## src/rtl/multicycle_ctrl_pkg.sv

```systemverilog
// Shared types and constants for the multi-cycle sequencer: decoder control
// bundle, FSM state encoding and the RISC-V major opcodes the sequencer inspects.
package multicycle_ctrl_pkg;

  typedef struct packed {
    logic       reg_wr_en;
    logic       mem_wr_en;
    logic [3:0] mem_byt_en;
  } t_ctrl;

  typedef logic [3:0] t_mc_state;

  localparam t_mc_state ST_IDLE   = 4'd0;
  localparam t_mc_state ST_FETCH  = 4'd1;
  localparam t_mc_state ST_WAIT_I = 4'd2;
  localparam t_mc_state ST_DECODE = 4'd3;
  localparam t_mc_state ST_EXEC   = 4'd4;
  localparam t_mc_state ST_MEM    = 4'd5;
  localparam t_mc_state ST_WAIT_D = 4'd6;
  localparam t_mc_state ST_WB     = 4'd7;
  localparam t_mc_state ST_HALT   = 4'd8;
  localparam t_mc_state ST_FAULT  = 4'd9;

  localparam logic [6:0] OPC_OP     = 7'b0110011;
  localparam logic [6:0] OPC_OP_IMM = 7'b0010011;
  localparam logic [6:0] OPC_LOAD   = 7'b0000011;
  localparam logic [6:0] OPC_STORE  = 7'b0100011;
  localparam logic [6:0] OPC_SYSTEM = 7'b1110011;

  function automatic logic is_mem_access(t_ctrl c);
    return c.mem_byt_en != 4'b0000;
  endfunction

endpackage

```

## src/rtl/mc_timeout_cnt.sv

```systemverilog
// Memory-wait watchdog: down-counter reloaded on clear, terminal count at zero.
// expired is only meaningful while enable is high.
module mc_timeout_cnt #(
  parameter int unsigned MEM_TIMEOUT = 255,
  localparam int unsigned W = $clog2(MEM_TIMEOUT + 1)
) (
  input  logic clk,
  input  logic rst,
  input  logic clear,
  input  logic enable,
  output logic expired
);

  localparam logic [W-1:0] LOAD = W'(MEM_TIMEOUT - 1);

  logic [W-1:0] cnt_q, cnt_d;

  always_comb begin
    cnt_d = cnt_q;
    if (clear) begin
      cnt_d = LOAD;
    end else if (enable && (cnt_q != '0)) begin
      cnt_d = cnt_q - W'(1);
    end
  end

  always_ff @(posedge clk) begin
    if (rst) cnt_q <= LOAD;
    else     cnt_q <= cnt_d;
  end

  assign expired = enable && (cnt_q == '0);

endmodule

```

## src/rtl/multicycle_ctrl.sv

```systemverilog
// Multi-cycle fetch/decode/execute/mem/writeback sequencer with memory watchdog.
// Define MC_PERF_CNT_EN to build the cycle and retired-instruction counters.
//
// state  | meaning
// IDLE   | one cycle after reset before the first fetch
// FETCH  | imem_req held until imem_gnt
// WAIT_I | waiting for imem_rvalid, loads instr
// DECODE | decoder output settles
// EXEC   | execute; picks MEM or WB
// MEM    | dmem_req held until dmem_gnt
// WAIT_D | waiting for load data
// WB     | pc_en and register write strobe
// HALT   | SYSTEM retired, absorbing
// FAULT  | memory timeout, absorbing
module multicycle_ctrl
  import multicycle_ctrl_pkg::*;
#(
  parameter int unsigned MEM_TIMEOUT = 255,
  parameter int unsigned CNT_W       = 32
) (
  input  logic             clk,
  input  logic             rst,
  output logic             imem_req,
  input  logic             imem_gnt,
  input  logic             imem_rvalid,
  input  logic [31:0]      imem_rdata,
  output logic [31:0]      instr,
  input  t_ctrl            ctrl,
  input  logic [4:0]       rd,
  output logic             dmem_req,
  output logic             dmem_we,
  input  logic             dmem_gnt,
  input  logic             dmem_rvalid,
  output logic             rf_wr_en,
  output logic             pc_en,
  output logic             halted,
  output logic             fault,
  output logic [CNT_W-1:0] cycle_cnt,
  output logic [CNT_W-1:0] instret_cnt
);

  t_mc_state   state_q, state_d;
  logic [31:0] instr_q, instr_d;
  logic        tmo_en, tmo_expired;

  assign tmo_en = (state_q == ST_FETCH) || (state_q == ST_WAIT_I) ||
                  (state_q == ST_MEM)   || (state_q == ST_WAIT_D);

  mc_timeout_cnt #(.MEM_TIMEOUT(MEM_TIMEOUT)) u_tmo (
    .clk     (clk),
    .rst     (rst),
    .clear   (state_d != state_q),
    .enable  (tmo_en),
    .expired (tmo_expired)
  );

  // A grant or response in the final watchdog cycle still wins over the fault.
  always_comb begin
    state_d = state_q;
    instr_d = instr_q;
    case (state_q)
      ST_IDLE:   state_d = ST_FETCH;
      ST_FETCH: begin
        if (imem_gnt)         state_d = ST_WAIT_I;
        else if (tmo_expired) state_d = ST_FAULT;
      end
      ST_WAIT_I: begin
        if (imem_rvalid) begin
          instr_d = imem_rdata;
          state_d = ST_DECODE;
        end else if (tmo_expired) begin
          state_d = ST_FAULT;
        end
      end
      ST_DECODE: state_d = ST_EXEC;
      ST_EXEC:   state_d = is_mem_access(ctrl) ? ST_MEM : ST_WB;
      ST_MEM: begin
        if (dmem_gnt)         state_d = ctrl.mem_wr_en ? ST_WB : ST_WAIT_D;
        else if (tmo_expired) state_d = ST_FAULT;
      end
      ST_WAIT_D: begin
        if (dmem_rvalid)      state_d = ST_WB;
        else if (tmo_expired) state_d = ST_FAULT;
      end
      ST_WB:     state_d = (instr_q[6:0] == OPC_SYSTEM) ? ST_HALT : ST_FETCH;
      ST_HALT:   state_d = ST_HALT;
      ST_FAULT:  state_d = ST_FAULT;
      default:   state_d = ST_IDLE;
    endcase
  end

  always_ff @(posedge clk) begin
    if (rst) begin
      state_q <= ST_IDLE;
      instr_q <= '0;
    end else begin
      state_q <= state_d;
      instr_q <= instr_d;
    end
  end

  assign instr    = instr_q;
  assign imem_req = (state_q == ST_FETCH);
  assign dmem_req = (state_q == ST_MEM);
  assign dmem_we  = (state_q == ST_MEM) && ctrl.mem_wr_en;
  assign pc_en    = (state_q == ST_WB);
  assign rf_wr_en = (state_q == ST_WB) && ctrl.reg_wr_en && (rd != 5'd0) &&
                    (instr_q[6:0] != OPC_SYSTEM);
  assign halted   = (state_q == ST_HALT);
  assign fault    = (state_q == ST_FAULT);

`ifdef MC_PERF_CNT_EN
  logic [CNT_W-1:0] cycle_cnt_q, instret_cnt_q;

  always_ff @(posedge clk) begin
    if (rst) begin
      cycle_cnt_q   <= '0;
      instret_cnt_q <= '0;
    end else begin
      cycle_cnt_q <= cycle_cnt_q + CNT_W'(1);
      if (state_q == ST_WB) instret_cnt_q <= instret_cnt_q + CNT_W'(1);
    end
  end

  assign cycle_cnt   = cycle_cnt_q;
  assign instret_cnt = instret_cnt_q;
`else
  assign cycle_cnt   = '0;
  assign instret_cnt = '0;
`endif

endmodule

```

## config.mk

```make
export PLATFORM = sky130hd
export DESIGN_NAME = multicycle_ctrl
export DESIGN_NICKNAME = d
export VERILOG_FILES = /design/src/rtl/multicycle_ctrl_pkg.sv /design/src/rtl/mc_timeout_cnt.sv /design/src/rtl/multicycle_ctrl.sv
export SDC_FILE = /design/constraint.sdc
export NUM_CORES = 1
export LEC_CHECK = 0
export CORE_MARGIN = 2
export CORE_UTILIZATION = 38
export DETAILED_ROUTE_END_ITERATION = 8
export GPL_ROUTABILITY_DRIVEN = 0
export PLACE_DENSITY_LB_ADDON = 0.3
export SETUP_SLACK_MARGIN = 0.2
export SLEW_MARGIN = 20
export SYNTH_ARGS = -nofsm -noshare
export SYNTH_HDL_FRONTEND = slang
export SYNTH_SLANG_ARGS = --single-unit
```

## constraint.sdc

```tcl
create_clock -name clk -period 2.3 [get_ports clk]
set_clock_uncertainty 0.15 [all_clocks]
set_input_delay 0.23 -clock clk [delete_from_list [all_inputs] [get_ports clk]]
set_output_delay 0.23 -clock clk [all_outputs]
set_load 0.05 [all_outputs]
```

Word level (Yosys, flattened, before mapping):

Index checks and enable logic that the tools add are counted.

* output and inout port bits: 103
* bits in registers: 44
* bits of input ports: 49
* logic and storage cells: 41

* equal/unequal tests: 12
* reduce and logical (&&, ||, !) cells: 16
* add/subtract/negate cells: 1
* mux-type cells: 9

Operator list (number)
* $pmux 4 s10: 1
* $mux 4: 6
* $eq 4x3->1 const B: 4
* $eq 4x2->1 const B: 2
* $eq 4x4->1 const B: 2
* $logic_not 8->1: 1
* $reduce_bool 8->1: 1
* $sub 8x1->8 const B: 1
* $eq 7x7->1 const B: 1
* $ne 7x7->1 const B: 1
* $logic_and 1x1->1: 6
* $reduce_bool 5->1: 1
* $eq 4x1->1 const B: 1
* $logic_not 4->1: 1
* $ne 4x4->1: 1
* $reduce_bool 4->1: 1
* $logic_or 1x1->1: 3
* $mux 2: 1
* $reduce_and 2->1: 1
* $reduce_or 2->1: 1
* $mux 1: 1

Logic depth before layout (Yosys ltp):

Gate-level depths: netlist of run 1.

* depth after elaboration: 10
* gate-level depth with buffers: 7
* gate-level depth less buffers: 7

Cells and area by module:

From an unflattened synthesis of run 1, not the netlist that was laid out.

* cells, all modules: 330
* area, all modules: 2544.9 µm²

Modules (own cells, without submodules)
* multicycle_ctrl: times used 1, cells an instance 281, sequential area each 720.7 µm², area an instance 2112.0 µm²
* mc_timeout_cnt: times used 1, cells an instance 49, sequential area each 160.2 µm², area an instance 432.9 µm²

Worst setup path after synthesis of run 1:

No wires, ideal clock.

* path kind: reg-to-output
* start: register state_q[3]
* end: output port halted
* buffers on the path: 2
* arrival: 1891 ps
* path slack: 29 ps
* data required time: 1920 ps
* stages on the path, launching flop included: 5
* cell sequence: dfxtp_1 -> buf_2 -> clkbuf_1 -> nand2b_1 -> nor3_1

* longest elaborated chain between the ends: 1

RTL lines
* start: declaration: RTL line multicycle_ctrl.sv:42 `t_mc_state state_q, state_d;`
* start signal: assignment: RTL line multicycle_ctrl.sv:97 `state_q <= state_d;`
* $eq 4x4->1: RTL line multicycle_ctrl.sv:109 `assign halted = (state_q == ST_HALT);`
* end: declaration: RTL line multicycle_ctrl.sv:36 `output logic halted,`

No other way between the ends.

Worst setup path in the final report of run 1:

* start: register u_tmo.cnt_q[0]
* end: register u_tmo.cnt_q[0]

* longest elaborated chain between the ends: 7
* elaborated cells on any way between the ends: 13
* classes of those cells: add/sub: 1; eq/ne: 1; mux: 6; reduce/logical: 5

RTL lines
* start: declaration: RTL line mc_timeout_cnt.sv:16 `logic [W-1:0] cnt_q, cnt_d;`
* start signal: assignment: RTL line mc_timeout_cnt.sv:29 `else cnt_q <= cnt_d;`
* $logic_not 8->1: RTL line mc_timeout_cnt.sv:32 `assign expired = enable && (cnt_q == '0);`
* $logic_and 1x1->1: RTL line mc_timeout_cnt.sv:32
* $mux 4
* $mux 4, on equally long branches
* $pmux 4 s10: RTL line multicycle_ctrl.sv:61 `case (state_q)`
* $ne 4x4->1: RTL line multicycle_ctrl.sv:52 `.clear (state_d != state_q),`
* $reduce_or 2->1 (no line)

Parallel ways exist; a longest one is shown, timed or not.
A chain may end at the register's enable or synchronous reset.

==> qor_table.md, run 1 <==
| Metric | Value |
|---|---|
| Result of the run | complete, but fails checks |
| Violated checks | design-rule violations |
| Cts-stage hold buffer count | 0 |
| Remaining number of nets flagged by the antenna check after routing | 0 |
| P&R area growth vs syn | 36.0% |
| Clock transition at the register clock pins on the worst setup and hold paths after CTS | 0.08 ns |
| Top-Level Pins | 152 |
| Vias | 2267 |
| Number of enable-type register cells in the synthesized netlist | 0 |
| Number of design rule violations left after detail routing | 3 |
| Critical path endpoint category | flip-flop |
| Power Dens Cells | 582 nW/um2 |
| Maximum clock frequency | 0.489 GHz |
| Post-synthesis cell type count | 47 |
| Part of the Yosys area used for sequential elements | 0.346 |
| Largest net degree at the start of global routing | 36 |
| Insertion delay of the later-clocked pin in the worst-skew pair | 0.29 ns |
| Most common cell after layout, fill and taps aside | sky130_fd_sc_hd__clkdlybuf4s50_1 |
| Port-buffer cells | 87 |
| Tmin final | 2.04 ns |
| Total negative slack | 0 ns |
| Most used flip-flop cell after synthesis | sky130_fd_sc_hd__dfxtp_1 |
| Count of final setup violators | 0 |
| Share of cells above drive strength 1 | 0.114 |
| Average wire per standard cell | 12.5 um |
| Core Rows | 29 |
| Layout Nets | 464 |
| HPWL Detailed | 4.51 mm |
| Total count of max-transition violations in the final report | 0 |
| Crit path required time | 2.34 ns |
| Fill cells | 576 |
| Maximum fanout encountered on the critical timing path | 7 |
| Floorplan die height | 85.9 um |
| Share of synthesized flip-flops with an asynchronous set or reset | 0 |
| Avg Synthesized Cell Area | 7.89 um2 |
| TritonCTS Buffers | 5 |
| Maximum VDD drop | 0.443 mV |
| Class of the most critical hold timing path | reg -> reg |
| Leading cell types in the layout, fill and taps excluded | sky130_fd_sc_hd__clkdlybuf4s50_1, sky130_fd_sc_hd__nand2_1, sky130_fd_sc_hd__conb_1 |
| H-tree levels | 2 |
| Sinks on the clock net | 44 |
| Final global-route overflow total | 0 |
| Chip width | 85.9 um |
| Clock root buffer | sky130_fd_sc_hd__clkbuf_8 |
| Number of instances in the synthesized netlist | 323 |
| Total routed wirelength | 6.14 mm |
| Number of hold violations in the final report | 0 |
| Uppermost routed layer | met4 |
| Setup Slack @ Placement | 0.0819 ns |
| Global-route usage over all layers | 0.168 |
| Initial antenna violation count | 0 |
| Number of global-route vias before repair | 2190 |
| Worst Setup Path Type | reg -> reg |
| Wire length of the first global-routing pass | 10.1 mm |
| Unrepaired setup endpoints after global routing | true |
| Clock tree from TritonCTS | done |
| Final critical-path share of the clock period | 0.888 |
| Relative slew margins | 0.643 |
| Drt via density | 4.63 |
| Post-Route M1 WL | 2.58 mm |
| Met2 WL | 2.96 mm |
| Detailed-routing iteration count for the pre-antenna-repair pass | 8 |
| Leakage power | 0.00132 uW |
| Arr. time, crit path | 2.08 ns |
| Detailed route wirelength on metal3 | 541 um |
| Yosys synthesis warning count | 0 |
| Number of max-capacitance violations reported | 0 |
| Setup ws final | 0.257 ns |
| Flip-flop and latch count after synthesis | 44 |
| Worst setup SP type | flip-flop |
| First DRT Iteration DRCs | 100 |
| Area of the mapped netlist | 2550 um2 |
| Buffer levels on the longest clock path | 2 |
| Starting utilization of the core area | 0.397 |
| Slew at the pin closest to its max-slew limit | 0.534 ns |
| Core ar. | 6420 um2 |
| Die area | 7370 um2 |
| Count of antenna diodes in the layout | 0 |
## layer usage
metal / up-vias / global-route usage
met5: - / 0
met3: 6 / 0.0731
met4: 0 / 0.0390
met2: 82 / 0.275
li1: 1123 / -
met1: 1056 / 0.205
## area by class of cell
cell class,instances,area [um2],share of cell area
Inverter,4,15.0,0.00434
Multi-Input combinational cell,256,1390,0.401
Sequential cell,44,887,0.256
Tap cell,77,96.3,0.0278
Clock buffer,5,68.8,0.0199
Clock inverter,2,12.5,0.00361
Timing Repair Buffer,102,995,0.287
## synth_stat cells (2+ instances only)
cell / number / area share
sky130_fd_sc_hd__a2111oi_2: 2 / 0.012
sky130_fd_sc_hd__a211oi_2: 2 / 0.0098
sky130_fd_sc_hd__a21oi_1: 38 / 0.075
sky130_fd_sc_hd__and3_1: 3 / 0.0074
sky130_fd_sc_hd__buf_2: 4 / 0.0079
sky130_fd_sc_hd__buf_4: 65 / 0.19
sky130_fd_sc_hd__clkbuf_1: 12 / 0.018
sky130_fd_sc_hd__dfxtp_1: 44 / 0.35
sky130_fd_sc_hd__ha_1: 2 / 0.0098
sky130_fd_sc_hd__inv_1: 4 / 0.0059
sky130_fd_sc_hd__mux2i_1: 2 / 0.0079
sky130_fd_sc_hd__nand2_1: 72 / 0.11
sky130_fd_sc_hd__nand2b_1: 6 / 0.015
sky130_fd_sc_hd__nand3_1: 5 / 0.0098
sky130_fd_sc_hd__nand3b_1: 3 / 0.0088
sky130_fd_sc_hd__nor2_1: 11 / 0.016
sky130_fd_sc_hd__nor2b_1: 5 / 0.012
sky130_fd_sc_hd__nor3_1: 4 / 0.0079
sky130_fd_sc_hd__nor4_1: 2 / 0.0049
sky130_fd_sc_hd__nor4_4: 2 / 0.017
sky130_fd_sc_hd__o211ai_1: 2 / 0.0059
sky130_fd_sc_hd__o311a_1: 2 / 0.0079
sky130_fd_sc_hd__xnor2_1: 2 / 0.0069
sky130_fd_sc_hd__xor2_1: 6 / 0.021
## critical path, cell delays in order, from the launching register on
cell,delay (ns)
sky130_fd_sc_hd__dfxtp_1,0.31
sky130_fd_sc_hd__inv_1,0.11
sky130_fd_sc_hd__ha_1,0.16
sky130_fd_sc_hd__nor3b_4,0.25
sky130_fd_sc_hd__nand2_2,0.17
sky130_fd_sc_hd__nor4_4,0.39
sky130_fd_sc_hd__nor4_4,0.10
sky130_fd_sc_hd__buf_4,0.17
sky130_fd_sc_hd__and2_1,0.13
## stage by stage
step,total power [uW],instance area [um2],hold slack [ns],cells,util
CTS,2030,3450,0.306,490,0.538
global placement,1550,3320,0.291,482,0.517
global route,2110,3460,0.313,490,0.539
floorplan,1430,2800,0.209,386,-
finish,2020,3460,0.305,490,0.539
detailed placement,1550,3320,0.296,482,0.517
## timing repair
action                                  4_1_cts  5_1_grt
cloned                                        0        0
setup buffers                                 1        0
endpoints found under the setup margin        8        9
pin swaps                                     0        1
gates resized for setup                       7        3
## kinds of logic after synthesis
| logic type | Yosys count | synth area share |
|---|---|---|
| adder cells (fa/ha/maj) | 2 | 0.00982 |
| flip-flops | 44 | 0.346 |
| multiplexers | 3 | 0.0123 |
| AO/OA/AOI/OAI | 57 | 0.144 |
| XOR/XNOR | 8 | 0.0275 |
| other | 1 | 0.00147 |
| buffers and inverters | 86 | 0.224 |
| AND/OR/NAND/NOR | 122 | 0.235 |
## power breakdown
group	total (uW)	leakage (uW)	switching (uW)	internal [uW]
Sequential	830	0.000358	36.3	794
Combinational	723	0.000927	499	224
Clock	463	0.0000400	257	206
## worst paths after layout
path	startpoint	end	cells past startpoint	slack [ns]
setup / recovery	u_tmo.cnt_q[0]$_SDFFE_PP0P_	u_tmo.cnt_q[0]$_SDFFE_PP0P_	8	0.26
hold reg to reg	instr[17]$_SDFFE_PP0P_	instr[17]$_SDFFE_PP0P_	2	0.31
hold / removal	instr[17]$_SDFFE_PP0P_	instr[17]$_SDFFE_PP0P_	2	0.31
setup reg to reg	u_tmo.cnt_q[0]$_SDFFE_PP0P_	u_tmo.cnt_q[0]$_SDFFE_PP0P_	8	0.26
## registers in the layout, indices dropped and copies added (netlist names)
register and cells:
u_tmo.cnt_q 8, state_q 4, instr 32
(Power assumes the default switching activity.)
==> run 2, diff against run 1 <==
- CELL_PAD_IN_SITES_DETAIL_PLACEMENT: not set -> 0
- CELL_PAD_IN_SITES_GLOBAL_PLACEMENT: not set -> 1
- CORE_UTILIZATION: 38 -> 26
- CTS_CLUSTER_DIAMETER: not set -> 100
==> qor_table.md, run 2 (synthesis results as in run 1) <==
| Metric | Value |
|---|---|
| Result of the run | finished, final reports clean |
| Floorplan die height | 103 um |
| Worst Setup Path Type | reg -> out |
| Final critical-path share of the clock period | 0.868 |
| Arr. time, crit path | 1.62 ns |
| Detailed-routing iteration count for the pre-antenna-repair pass | 4 |
| Relative slew margins | 0.649 |
| Total count of max-transition violations in the final report | 0 |
| Critical path endpoint category | output port |
| Core Rows | 36 |
| Clock root buffer | sky130_fd_sc_hd__clkbuf_8 |
| Setup ws final | 0.304 ns |
| Port-buffer cells | 87 |
| Average wire per standard cell | 12.3 um |
| Top-Level Pins | 152 |
| Number of max-capacitance violations reported | 0 |
| Vias | 2280 |
| Number of global-route vias before repair | 2050 |
| First DRT Iteration DRCs | 88 |
| Setup Slack @ Placement | 0.111 ns |
| Number of hold violations in the final report | 0 |
| Maximum VDD drop | 0.237 mV |
| Remaining number of nets flagged by the antenna check after routing | 0 |
| Core ar. | 9640 um2 |
| Count of antenna diodes in the layout | 0 |
| Class of the most critical hold timing path | reg -> reg |
| Leakage power | 0.00140 uW |
| Count of final setup violators | 0 |
| H-tree levels | 2 |
| Insertion delay of the later-clocked pin in the worst-skew pair | 0.30 ns |
| Sinks on the clock net | 44 |
| Total design power | 2190 uW |
| Number of flip-flops under the largest register name | 32 |
| Buffer levels on the longest clock path | 2 |
| P&R area growth vs syn | 42.4% |
| Chip width | 103 um |
| Largest net degree at the start of global routing | 36 |
| Initial antenna violation count | 0 |
| Power Dens Cells | 603 nW/um2 |
| Wire length of the first global-routing pass | 10.2 mm |
| Fill cells | 1027 |
| Global-route usage over all layers | 0.125 |
| Share of cells above drive strength 1 | 0.140 |
| Cts-stage hold buffer count | 0 |
| Maximum fanout encountered on the critical timing path | 8 |
| Total routed wirelength | 6.81 mm |
| Unrepaired setup endpoints after global routing | false |
| Worst setup SP type | flip-flop |
| Die area | 10600 um2 |
| Hold slack | 0.308 ns |
| HPWL Detailed | 4.81 mm |
| Layout Nets | 472 |
| Final core utilization | 0.376 |
| Crit path required time | 1.92 ns |
| Total negative slack | 0 ns |
| Final global-route overflow total | 0 |
| Tmin final | 2.00 ns |
| TritonCTS Buffers | 5 |
| Slew at the pin closest to its max-slew limit | 0.526 ns |
| Clock tree from TritonCTS | done |
| Clock transition at the register clock pins on the worst setup and hold paths after CTS | 0.10 ns |
| Starting utilization of the core area | 0.264 |
| Maximum clock frequency | 0.501 GHz |
| Number of design rule violations left after detail routing | 0 |
| Drt via density | 4.11 |
| Leading cell types in the layout, fill and taps excluded | sky130_fd_sc_hd__clkdlybuf4s50_1, sky130_fd_sc_hd__nand2_1, sky130_fd_sc_hd__conb_1 |
| Most common cell after layout, fill and taps aside | sky130_fd_sc_hd__clkdlybuf4s50_1 |
[run 2: what timing repair did]
action	in CTS	in global routing
pin swaps	1	4
gates resized for setup	5	7
setup buffers	2	2
setup endpoints to repair	7	8
[run 2: area by class of cell]
| class | instances | area, um2 | area share |
|---|---|---|---|
| Multi-Input combinational cell | 256 | 1410 | 0.388 |
| Timing Repair Buffer | 110 | 1040 | 0.286 |
| Sequential cell | 44 | 887 | 0.244 |
| Tap cell | 133 | 166 | 0.0459 |
| Clock buffer | 5 | 68.8 | 0.0190 |
| Clock inverter | 3 | 46.3 | 0.0128 |
| Inverter | 4 | 15.0 | 0.00414 |
[run 2: critical path, cell delays in order (launching register included)]
cell                       delay [ns]
sky130_fd_sc_hd__dfxtp_1         0.49
sky130_fd_sc_hd__nand2_1         0.14
sky130_fd_sc_hd__a211oi_2        0.21
sky130_fd_sc_hd__buf_4           0.15
sky130_fd_sc_hd__o311a_2         0.20
sky130_fd_sc_hd__buf_12          0.14
[run 2: metrics by stage]
stage | cells | cell area (um2)
2_1_floorplan | 386 | 2800
3_3_place_gp | 543 | 3420
3_5_place_dp | 543 | 3420
4_1_cts | 553 | 3570
5_1_grt | 555 | 3630
6_report | 555 | 3630
[run 2: final timing paths]
check,from,to,slack (ns),depth (start not counted)
max,state_q[1]$_SDFF_PP0_,rf_wr_en,0.30,5
min,instr[26]$_SDFFE_PP0P_,instr[26]$_SDFFE_PP0P_,0.31,2
max reg2reg,state_q[1]$_SDFF_PP0_,u_tmo.cnt_q[2]$_SDFFE_PP1P_,0.35,7
min reg2reg,instr[26]$_SDFFE_PP0P_,instr[26]$_SDFFE_PP0P_,0.31,2
[run 2: power breakdown]
group,switching (uW),leakage (uW),total [uW],internal [uW]
clock,288,0.0000548,616,328
combinational,510,0.000983,745,235
sequential,32.8,0.000358,826,793
[run 2: per-layer routing]
| metal | GRT usage | part of all wire | up-vias |
|---|---|---|---|
| met5 | 0 | 0 | - |
| met4 | 0.0243 | 0.0034 | 0 |
| met3 | 0.0549 | 0.092 | 2 |
| met2 | 0.199 | 0.48 | 94 |
| met1 | 0.157 | 0.43 | 1045 |
| li1 | - | - | 1139 |
==> run 3, diff against run 2 <==
- TNS_END_PERCENT: not set -> 100
==> results of run 3 <==
No change in the layout: final DEF, timing and power equal those of run 2.
